==> config.mk <==
export PLATFORM = sky130hd
export DESIGN_NAME = sic_issue_dispatch_flat
export DESIGN_NICKNAME = d
export VERILOG_FILES = /design/src/rtl/sic_issue_dispatch_pkg.sv /design/src/rtl/sic_issue_dispatch_if.sv /design/src/rtl/sic_issue_dispatch_rr_arbiter.sv /design/src/rtl/sic_issue_dispatch.sv /design/src/flat_wrapper.sv
export SDC_FILE = /design/constraint.sdc
export NUM_CORES = 1
export LEC_CHECK = 0
export ABC_AREA = 1
export CELL_PAD_IN_SITES_DETAIL_PLACEMENT = 1
export CELL_PAD_IN_SITES_GLOBAL_PLACEMENT = 1
export CORE_MARGIN = 2
export CORE_UTILIZATION = 38
export CTS_CLUSTER_SIZE = 24
export DETAILED_ROUTE_END_ITERATION = 16
export GPL_TIMING_DRIVEN = 0
export PLACE_DENSITY_LB_ADDON = 0.1
export REMOVE_ABC_BUFFERS = 1
export SLEW_MARGIN = 20
export SYNTH_ARGS = -nofsm -noshare
export SYNTH_HDL_FRONTEND = slang
export SYNTH_SLANG_ARGS = --single-unit
==> constraint.sdc <==
create_clock -name clk -period 2.42 [get_ports clk]
set_input_delay 0.242 -clock clk [delete_from_list [all_inputs] [get_ports clk]]
set_output_delay 0.242 -clock clk [all_outputs]
set_load 0.005 [all_outputs]
==> src/rtl/sic_issue_dispatch_pkg.sv <==
// Shared types for the issue-dispatch stage.
// Contents: the default sic_packet_t layout, the {pkt, mask} FIFO entry type,
// the FIFO depth, and pkt_bits(), which returns the packet width for a given
// register/ID/ECR configuration. The valid bit is always the packet MSB.
package sic_issue_dispatch_pkg;

  localparam int unsigned SIC_DISPATCH_DEPTH = 2;
  localparam int unsigned OPC_W              = 8;

  localparam int unsigned DEF_NUM_SICS     = 4;
  localparam int unsigned DEF_NUM_PHY_REGS = 64;
  localparam int unsigned DEF_ID_WIDTH     = 8;
  localparam int unsigned DEF_NUM_ECRS     = 4;

  localparam int unsigned DEF_PREG_W = $clog2(DEF_NUM_PHY_REGS);
  localparam int unsigned DEF_ECR_W  = $clog2(DEF_NUM_ECRS);

  // Packet width: valid + id + dst/src1/src2 register tags + ecr + opcode.
  function automatic int unsigned pkt_bits(int unsigned num_phy_regs,
                                           int unsigned id_width,
                                           int unsigned num_ecrs);
    return 1 + id_width + 3 * $clog2(num_phy_regs) + $clog2(num_ecrs) + OPC_W;
  endfunction

  typedef struct packed {
    logic                    valid;
    logic [DEF_ID_WIDTH-1:0] id;
    logic [DEF_PREG_W-1:0]   dst;
    logic [DEF_PREG_W-1:0]   src1;
    logic [DEF_PREG_W-1:0]   src2;
    logic [DEF_ECR_W-1:0]    ecr;
    logic [OPC_W-1:0]        opcode;
  } sic_packet_t;

  typedef struct packed {
    sic_packet_t             pkt;
    logic [DEF_NUM_SICS-1:0] mask;
  } sic_dispatch_entry_t;

endpackage

==> src/rtl/sic_issue_dispatch_if.sv <==
// Issue-queue / sub-SIC bus for the dispatch stage.
// Signals: in_pkt, in_target_mask, flush, sic_req_instr (towards the dispatcher);
// in_ready, sic_pkt[NUM_SICS], drop_pulse (from the dispatcher).
// master = issue queue plus sub-SIC side, slave = dispatcher.
interface sic_issue_dispatch_if #(
  parameter int unsigned NUM_SICS = 4,
  parameter int unsigned P        = sic_issue_dispatch_pkg::pkt_bits(64, 8, 4)
);
  logic [P-1:0]                in_pkt;
  logic [NUM_SICS-1:0]         in_target_mask;
  logic                        in_ready;
  logic                        flush;
  logic [NUM_SICS-1:0]         sic_req_instr;
  logic [NUM_SICS-1:0][P-1:0]  sic_pkt;
  logic                        drop_pulse;

  modport master (
    output in_pkt, in_target_mask, flush, sic_req_instr,
    input  in_ready, sic_pkt, drop_pulse
  );

  modport slave (
    input  in_pkt, in_target_mask, flush, sic_req_instr,
    output in_ready, sic_pkt, drop_pulse
  );
endinterface

==> src/rtl/sic_issue_dispatch_rr_arbiter.sv <==
// Rotating-priority arbiter: the first requester at or after i_ptr wins.
// With i_ptr held at zero it is a plain lowest-index priority encoder.
// Ports: i_req[N] requests, i_ptr highest-priority index,
//        o_gnt_c one-hot grant, o_gnt_idx_c grant index (both combinational).
module sic_issue_dispatch_rr_arbiter #(
  parameter int unsigned N = 4
) (
  input  logic [N-1:0]         i_req,
  input  logic [$clog2(N)-1:0] i_ptr,
  output logic [N-1:0]         o_gnt_c,
  output logic [$clog2(N)-1:0] o_gnt_idx_c
);
  localparam int unsigned IDX_W = $clog2(N);

  logic [IDX_W-1:0] w_idx;
  logic             w_found;

  // Scan N positions starting at i_ptr, wrapping modulo N.
  always_comb begin
    o_gnt_c     = '0;
    o_gnt_idx_c = '0;
    w_idx       = '0;
    w_found     = 1'b0;
    for (int unsigned k = 0; k < N; k++) begin
      w_idx = IDX_W'((32'(i_ptr) + k) % N);
      if (!w_found && i_req[w_idx]) begin
        w_found        = 1'b1;
        o_gnt_c[w_idx] = 1'b1;
        o_gnt_idx_c    = w_idx;
      end
    end
  end
endmodule

==> src/rtl/sic_issue_dispatch.sv <==
// Dispatch stage: buffers up to two issue packets and hands each one, in
// order, to one eligible ready sub-SIC as a registered one-cycle valid pulse.
// Ports: clk, rst_n (async, active-low), bus (sic_issue_dispatch_if.slave):
//   in_pkt/in_target_mask/in_ready enqueue side, flush, sic_req_instr,
//   sic_pkt[NUM_SICS] dispatch outputs, drop_pulse for zero-mask packets.
// Build option: define SIC_DISPATCH_RR_EN for round-robin arbitration;
// otherwise the lowest-indexed ready target wins and no rotation state exists.
module sic_issue_dispatch
  import sic_issue_dispatch_pkg::*;
#(
  parameter int unsigned NUM_SICS     = 4,
  parameter int unsigned NUM_PHY_REGS = 64,
  parameter int unsigned NUM_ECRS     = 4,
  parameter int unsigned ID_WIDTH     = 8
) (
  input logic                 clk,
  input logic                 rst_n,
  sic_issue_dispatch_if.slave bus
);
  localparam int unsigned P     = pkt_bits(NUM_PHY_REGS, ID_WIDTH, NUM_ECRS);
  localparam int unsigned E     = P + NUM_SICS;
  localparam int unsigned IDX_W = $clog2(NUM_SICS);

  logic [E-1:0]               r_fifo [SIC_DISPATCH_DEPTH];
  logic [1:0]                 r_count;
  logic                       r_wr_ptr;
  logic                       r_rd_ptr;
  logic                       r_in_ready;
  logic                       r_drop_pulse;
  logic [NUM_SICS-1:0][P-1:0] r_sic_pkt;

  logic                       w_accept;
  logic                       w_push;
  logic                       w_drop;
  logic                       w_pop;
  logic [E-1:0]               w_head;
  logic [P-1:0]               w_head_pkt;
  logic [NUM_SICS-1:0]        w_head_mask;
  logic [NUM_SICS-1:0]        w_req;
  logic [NUM_SICS-1:0]        w_gnt;
  logic [IDX_W-1:0]           w_gnt_idx;
  logic [IDX_W-1:0]           w_arb_ptr;
  logic [1:0]                 w_count_next;

  // Enqueue qualification; a zero-mask packet is consumed but never stored.
  assign w_accept = bus.in_pkt[P-1] && r_in_ready && !bus.flush;
  assign w_push   = w_accept && (bus.in_target_mask != '0);
  assign w_drop   = w_accept && (bus.in_target_mask == '0);

  assign w_head      = r_fifo[r_rd_ptr];
  assign w_head_pkt  = w_head[E-1:NUM_SICS];
  assign w_head_mask = w_head[NUM_SICS-1:0];

  // Only the head competes; flush suppresses the grant in its own cycle.
  assign w_req = (r_count != 2'd0 && !bus.flush) ? (w_head_mask & bus.sic_req_instr) : '0;
  assign w_pop = |w_gnt;

  sic_issue_dispatch_rr_arbiter #(.N(NUM_SICS)) u_arb (
    .i_req       (w_req),
    .i_ptr       (w_arb_ptr),
    .o_gnt_c     (w_gnt),
    .o_gnt_idx_c (w_gnt_idx)
  );

`ifdef SIC_DISPATCH_RR_EN
  logic [IDX_W-1:0] r_rr_ptr;

  // Priority moves to the slot after the last winner; flush leaves it alone.
  always_ff @(posedge clk or negedge rst_n) begin
    if (!rst_n) begin
      r_rr_ptr <= '0;
    end else if (w_pop) begin
      r_rr_ptr <= (w_gnt_idx == IDX_W'(NUM_SICS - 1)) ? '0 : w_gnt_idx + IDX_W'(1);
    end
  end

  assign w_arb_ptr = r_rr_ptr;
`else
  assign w_arb_ptr = '0;
`endif

  // Occupancy after this cycle's push/pop or flush.
  always_comb begin
    w_count_next = r_count;
    if (bus.flush) begin
      w_count_next = 2'd0;
    end else begin
      case ({w_push, w_pop})
        2'b10:   w_count_next = 2'(r_count + 2'd1);
        2'b01:   w_count_next = 2'(r_count - 2'd1);
        default: w_count_next = r_count;
      endcase
    end
  end

  // FIFO storage and pointers.
  always_ff @(posedge clk or negedge rst_n) begin
    if (!rst_n) begin
      for (int i = 0; i < int'(SIC_DISPATCH_DEPTH); i++) r_fifo[i] <= '0;
      r_count  <= 2'd0;
      r_wr_ptr <= 1'b0;
      r_rd_ptr <= 1'b0;
    end else begin
      r_count <= w_count_next;
      if (bus.flush) begin
        r_wr_ptr <= 1'b0;
        r_rd_ptr <= 1'b0;
      end else begin
        if (w_push) begin
          r_fifo[r_wr_ptr] <= {bus.in_pkt, bus.in_target_mask};
          r_wr_ptr         <= ~r_wr_ptr;
        end
        if (w_pop) r_rd_ptr <= ~r_rd_ptr;
      end
    end
  end

  // Registered outputs; sic_pkt is rebuilt every cycle so valid is a pulse.
  always_ff @(posedge clk or negedge rst_n) begin
    if (!rst_n) begin
      r_in_ready   <= 1'b1;
      r_drop_pulse <= 1'b0;
      r_sic_pkt    <= '0;
    end else begin
      r_in_ready   <= (w_count_next < 2'(SIC_DISPATCH_DEPTH));
      r_drop_pulse <= w_drop;
      r_sic_pkt    <= '0;
      if (w_pop) r_sic_pkt[w_gnt_idx] <= w_head_pkt;
    end
  end

  assign bus.in_ready   = r_in_ready;
  assign bus.drop_pulse = r_drop_pulse;
  assign bus.sic_pkt    = r_sic_pkt;

endmodule
==> src/flat_wrapper.sv <==
// flat-port wrapper written by rule: the top's interface ports become plain ports
module sic_issue_dispatch_flat import sic_issue_dispatch_pkg::*;
#(
  parameter int unsigned NUM_SICS     = 4,
  parameter int unsigned NUM_PHY_REGS = 64,
  parameter int unsigned NUM_ECRS     = 4,
  parameter int unsigned ID_WIDTH     = 8
)
  (clk, rst_n, bus_in_pkt, bus_in_target_mask, bus_flush, bus_sic_req_instr, bus_in_ready, bus_sic_pkt, bus_drop_pulse);
  sic_issue_dispatch_if #(.NUM_SICS(NUM_SICS)) bus_i ();
  input logic clk;
  input logic rst_n;
  input wire logic [$bits(bus_i.in_pkt)-1:0] bus_in_pkt;
  input wire logic [$bits(bus_i.in_target_mask)-1:0] bus_in_target_mask;
  input wire logic [$bits(bus_i.flush)-1:0] bus_flush;
  input wire logic [$bits(bus_i.sic_req_instr)-1:0] bus_sic_req_instr;
  output wire logic [$bits(bus_i.in_ready)-1:0] bus_in_ready;
  output wire logic [$bits(bus_i.sic_pkt)-1:0] bus_sic_pkt;
  output wire logic [$bits(bus_i.drop_pulse)-1:0] bus_drop_pulse;
  assign bus_i.in_pkt = bus_in_pkt;
  assign bus_i.in_target_mask = bus_in_target_mask;
  assign bus_i.flush = bus_flush;
  assign bus_i.sic_req_instr = bus_sic_req_instr;
  assign bus_in_ready = bus_i.in_ready;
  assign bus_sic_pkt = bus_i.sic_pkt;
  assign bus_drop_pulse = bus_i.drop_pulse;
  sic_issue_dispatch #(.NUM_SICS(NUM_SICS), .NUM_PHY_REGS(NUM_PHY_REGS), .NUM_ECRS(NUM_ECRS), .ID_WIDTH(ID_WIDTH)) u_core (.clk(clk), .rst_n(rst_n), .bus(bus_i));
endmodule
==> flow_summary.toml <==
[flow_run]
cap_violations = 0

[synth]
syn-mean-instance-area_um2 = 10.0
yosys_warnings = 0
yosysSeqAreaShare_pct = 66.4
yosys.area.top_type = "sky130_fd_sc_hd__dfrtp_1"
synthesis.instances = 888
synth_top_area_share_pct = 66.1
synth.distinct_cells = 25
synth-seq-cells = 236
largest_cells_by_area_after_synthesis = "sky130_fd_sc_hd__dfrtp_1, sky130_fd_sc_hd__nand2_1, sky130_fd_sc_hd__nor2_1"
netlist_area_um2 = 8900

[route]
route.antenna.remaining_nets = 0
remaining_drc_errors = 0
number_of_drc_markers_after_the_initial_detailed_route_iteration = 245
route.detailed.vias_per_inst = 4.53
routedWlPerCell_um = 16.4
firstDrtPassIters = 4
route.final.wire_length_mm = 23.2
num_vias = 6420

[global_route]
groute.layer.met2.usage_pct = 33.2
top_usage_layer = "met2"
grt_antenna_before_repair = 1
grt_remaining_overflow = 0
largest_net_degree_at_the_start_of_global_routing = 99
grt_util_all_layers_pct = 19.3
wire_length_of_the_first_global_routing_pass_mm = 37.2
gr-usage-met3_pct = 4.57
grt_pass1_vias = 6917
gr-usage-met1_pct = 24.3

[hold_path]
min_from = "bus_in_pkt[29]"
min-delay-path-class = "primary input to flop"

[finish]
synth_to_final_area_change_pct = 37.5
design.final.nets = 1134
final_cells = 1418
final_layout_size_suffix_gt1_share_pct = 10.6
leading_cell_type_in_the_layout_fill_and_taps_excluded = "sky130_fd_sc_hd__dfrtp_1"
layout_common_cells = "sky130_fd_sc_hd__dfrtp_1, sky130_fd_sc_hd__clkdlybuf4s50_1, sky130_fd_sc_hd__nand2_1, sky130_fd_sc_hd__nor2_1, sky130_fd_sc_hd__inv_1"
filler_cell_count = 2519

[die]
start_util_pct = 38.9
floorplan.die_area_um2 = 24700
die_width_um = 157
fp.coreArea_um2 = 22800
row_count = 55
die_h_um = 157
io-pin-count = 198

[critical_path]
critical_path.endpoint_type = "flop"
worst_path_largest_cell_delay_ns = 0.50
worst_ep_required_ns = 2.88
crit_start = "u_core.r_rd_ptr"
critical_path.startpoint_type = "flop"
critical_path_arrival_ns = 2.65
path_cells = "buf_16, inv_4, nand2_1, nand2_1, nand3_1, nand2_2, clkinv_4, nand2_8, ha_1, inv_1, nand2_1, nor2_1, nor2_1, nor2_1, inv_1"
critical_path.slowest_cell = "sky130_fd_sc_hd__dfrtp_4"
path_buf_inv = 5
timing.rr.start = "u_core.r_rd_ptr"
crit_type = "flop to flop"
cp_top_family = "simple AND/OR/NAND/NOR gates"
critical_path_peak_fanout = 32

[sta]
finalClockSkew_ns = 0.0105
timing.max_slew.rel_slack_pct = 46.9
timing.final.crit_share_pct = 90.5
fin_worst_hold_slack_ns = 0.286
achievable-frequency_ghz = 0.457
measured_slew_at_the_worst_slew_check_pin_ns = 0.796
final-setup-viol-count = 0
final_hold_violation_count = 0
final.min_clock_period_ns = 2.19
unrepaired_setup_endpoints_after_global_routing = "false"
drv_slew = 0

[clock_network]
clockRootBuffer = "sky130_fd_sc_hd__clkbuf_16"
cts_tree = "done"
clk_latency_ns = 0.52
cts_inserted_buffers = 26
htreeDepth = 1
cts.path.max_buffers = 3
clkSlewWorstSetupHoldPaths_ns = 0.06
total_number_of_clock_tree_sinks = 236

[place]
port_buffers = 197
numPlacedInstances = 1362
post-dp-hpwl_mm = 14.1
globalplace.congestion = 0.726

[power_and_ir_drop]
power_total_mw = 11.0
leakage_nw = 6.00
powerDensity_nw_per_um2 = 895
ir_worst_vdd_v = 0.000553

[run_status]
status = "complete, no violations"
[cell usage after synthesis (all sizes together)]
library cell,instances
dfstp,1
nand2,186
a21oi,1
buf,36
nand3,10
clkbuf,7
nor4,1
o21ai,117
nor2,159
inv,128
dfrtp,235
nand4,2
ha,2
or2,1
a211oi,1
nor3,1
[metal layers]
layer / share of wire (%) / wire (µm) / vias up
li1: - / - / 3072
met1: 43 / 10000 / 3167
met2: 49 / 11400 / 145
met3: 5.7 / 1320 / 36
met4: 2.3 / 534 / 0
met5: 0 / 0 / -
[worst register-to-register path, cell delays in order, from the launching register on]
cell	delay, ns
sky130_fd_sc_hd__dfrtp_4	0.50
sky130_fd_sc_hd__buf_16	0.19
sky130_fd_sc_hd__inv_4	0.11
sky130_fd_sc_hd__nand2_1	0.05
sky130_fd_sc_hd__nand2_1	0.09
sky130_fd_sc_hd__nand3_1	0.11
sky130_fd_sc_hd__nand2_2	0.13
sky130_fd_sc_hd__clkinv_4	0.15
sky130_fd_sc_hd__nand2_8	0.09
sky130_fd_sc_hd__ha_1	0.22
sky130_fd_sc_hd__inv_1	0.08
sky130_fd_sc_hd__nand2_1	0.05
sky130_fd_sc_hd__nor2_1	0.12
sky130_fd_sc_hd__nor2_1	0.06
sky130_fd_sc_hd__nor2_1	0.13
sky130_fd_sc_hd__inv_1	0.05
[through the flow]
step | setup TNS [ns] | cell area [µm²] | setup WS, ns | utilization, %
2_1_floorplan | -70.57 | 8570 | -0.900 | -
3_3_place_gp | -2566.40 | 10900 | -9.07 | 47.9
3_5_place_dp | -14.78 | 11100 | -0.759 | 48.6
4_1_cts | 0 | 12200 | 0.00732 | 53.3
5_1_grt | 0 | 12200 | 0.0345 | 53.6
6_report | 0 | 12200 | 0.231 | 53.6
[logic make-up (layout without fill, tap and decap cells)]
kind of cell / after synthesis / count (layout) / share of synthesized area [%]
other cells: 0 / 1 / 0
buf+inv: 171 / 385 / 9.08
fa+ha+maj: 2 / 2 / 0.281
simple gates: 360 / 362 / 15.8
compound gates: 119 / 119 / 8.41
flops: 236 / 236 / 66.4
[flip-flops by register name, indices dropped and copies added, names as in the netlist]
| name | cells |
|---|---|
| u_core.bus.drop_pulse | 1 |
| u_core.bus.in_ready | 1 |
| u_core.bus.sic_pkt | 148 |
| u_core.r_count | 2 |
| u_core.r_fifo | 82 |
| u_core.r_rd_ptr | 1 |
| u_core.r_wr_ptr | 1 |
[report_power, final]
| part | total (mW) | switching [mW] | internal [mW] |
|---|---|---|---|
| combinational | 1.78 | 1.10 | 0.677 |
| sequential | 4.74 | 0.265 | 4.48 |
| clock | 4.43 | 1.59 | 2.84 |
| total | 11.0 | 2.96 | 8.00 |
[area by class of cell]
cell class                      instances  area, µm²  share of cell area [%]
Sequential cell                       236       5910                    48.3
Multi-Input combinational cell        483       2260                    18.5
Timing Repair Buffer                  209       2190                    17.9
Clock buffer                           41        858                    7.02
Inverter                              128        488                    3.99
Tap cell                              313        392                    3.20
Clock inverter                          7        135                    1.10
Antenna cell                            1       2.50                  0.0205
[repair_timing]
action | in CTS | in global routing
pin swaps | 1 | 2
hold endpoints to repair | 85 | 0
setup endpoints to repair | 115 | 40
buffers inserted | 1 | 2
hold buffers | 1 | 0
gates cloned | 2 | 1
gates resized for setup | 6 | 5
[path summary, 6_finish.rpt]
kind	slack, ns	cells past startpoint	endpoint
min	0.29	3	u_core.r_fifo[74]
min reg2reg	0.45	2	u_core.r_fifo[81]
max	0.23	15	u_core.bus.in_ready
min in group asynchronous	0.33	2	u_core.r_fifo[17]
max in group asynchronous	1.18	3	u_core.bus.sic_pkt[81]
max reg2reg	0.23	15	u_core.bus.in_ready
Note: power is estimated with default switching activity, not from simulation.
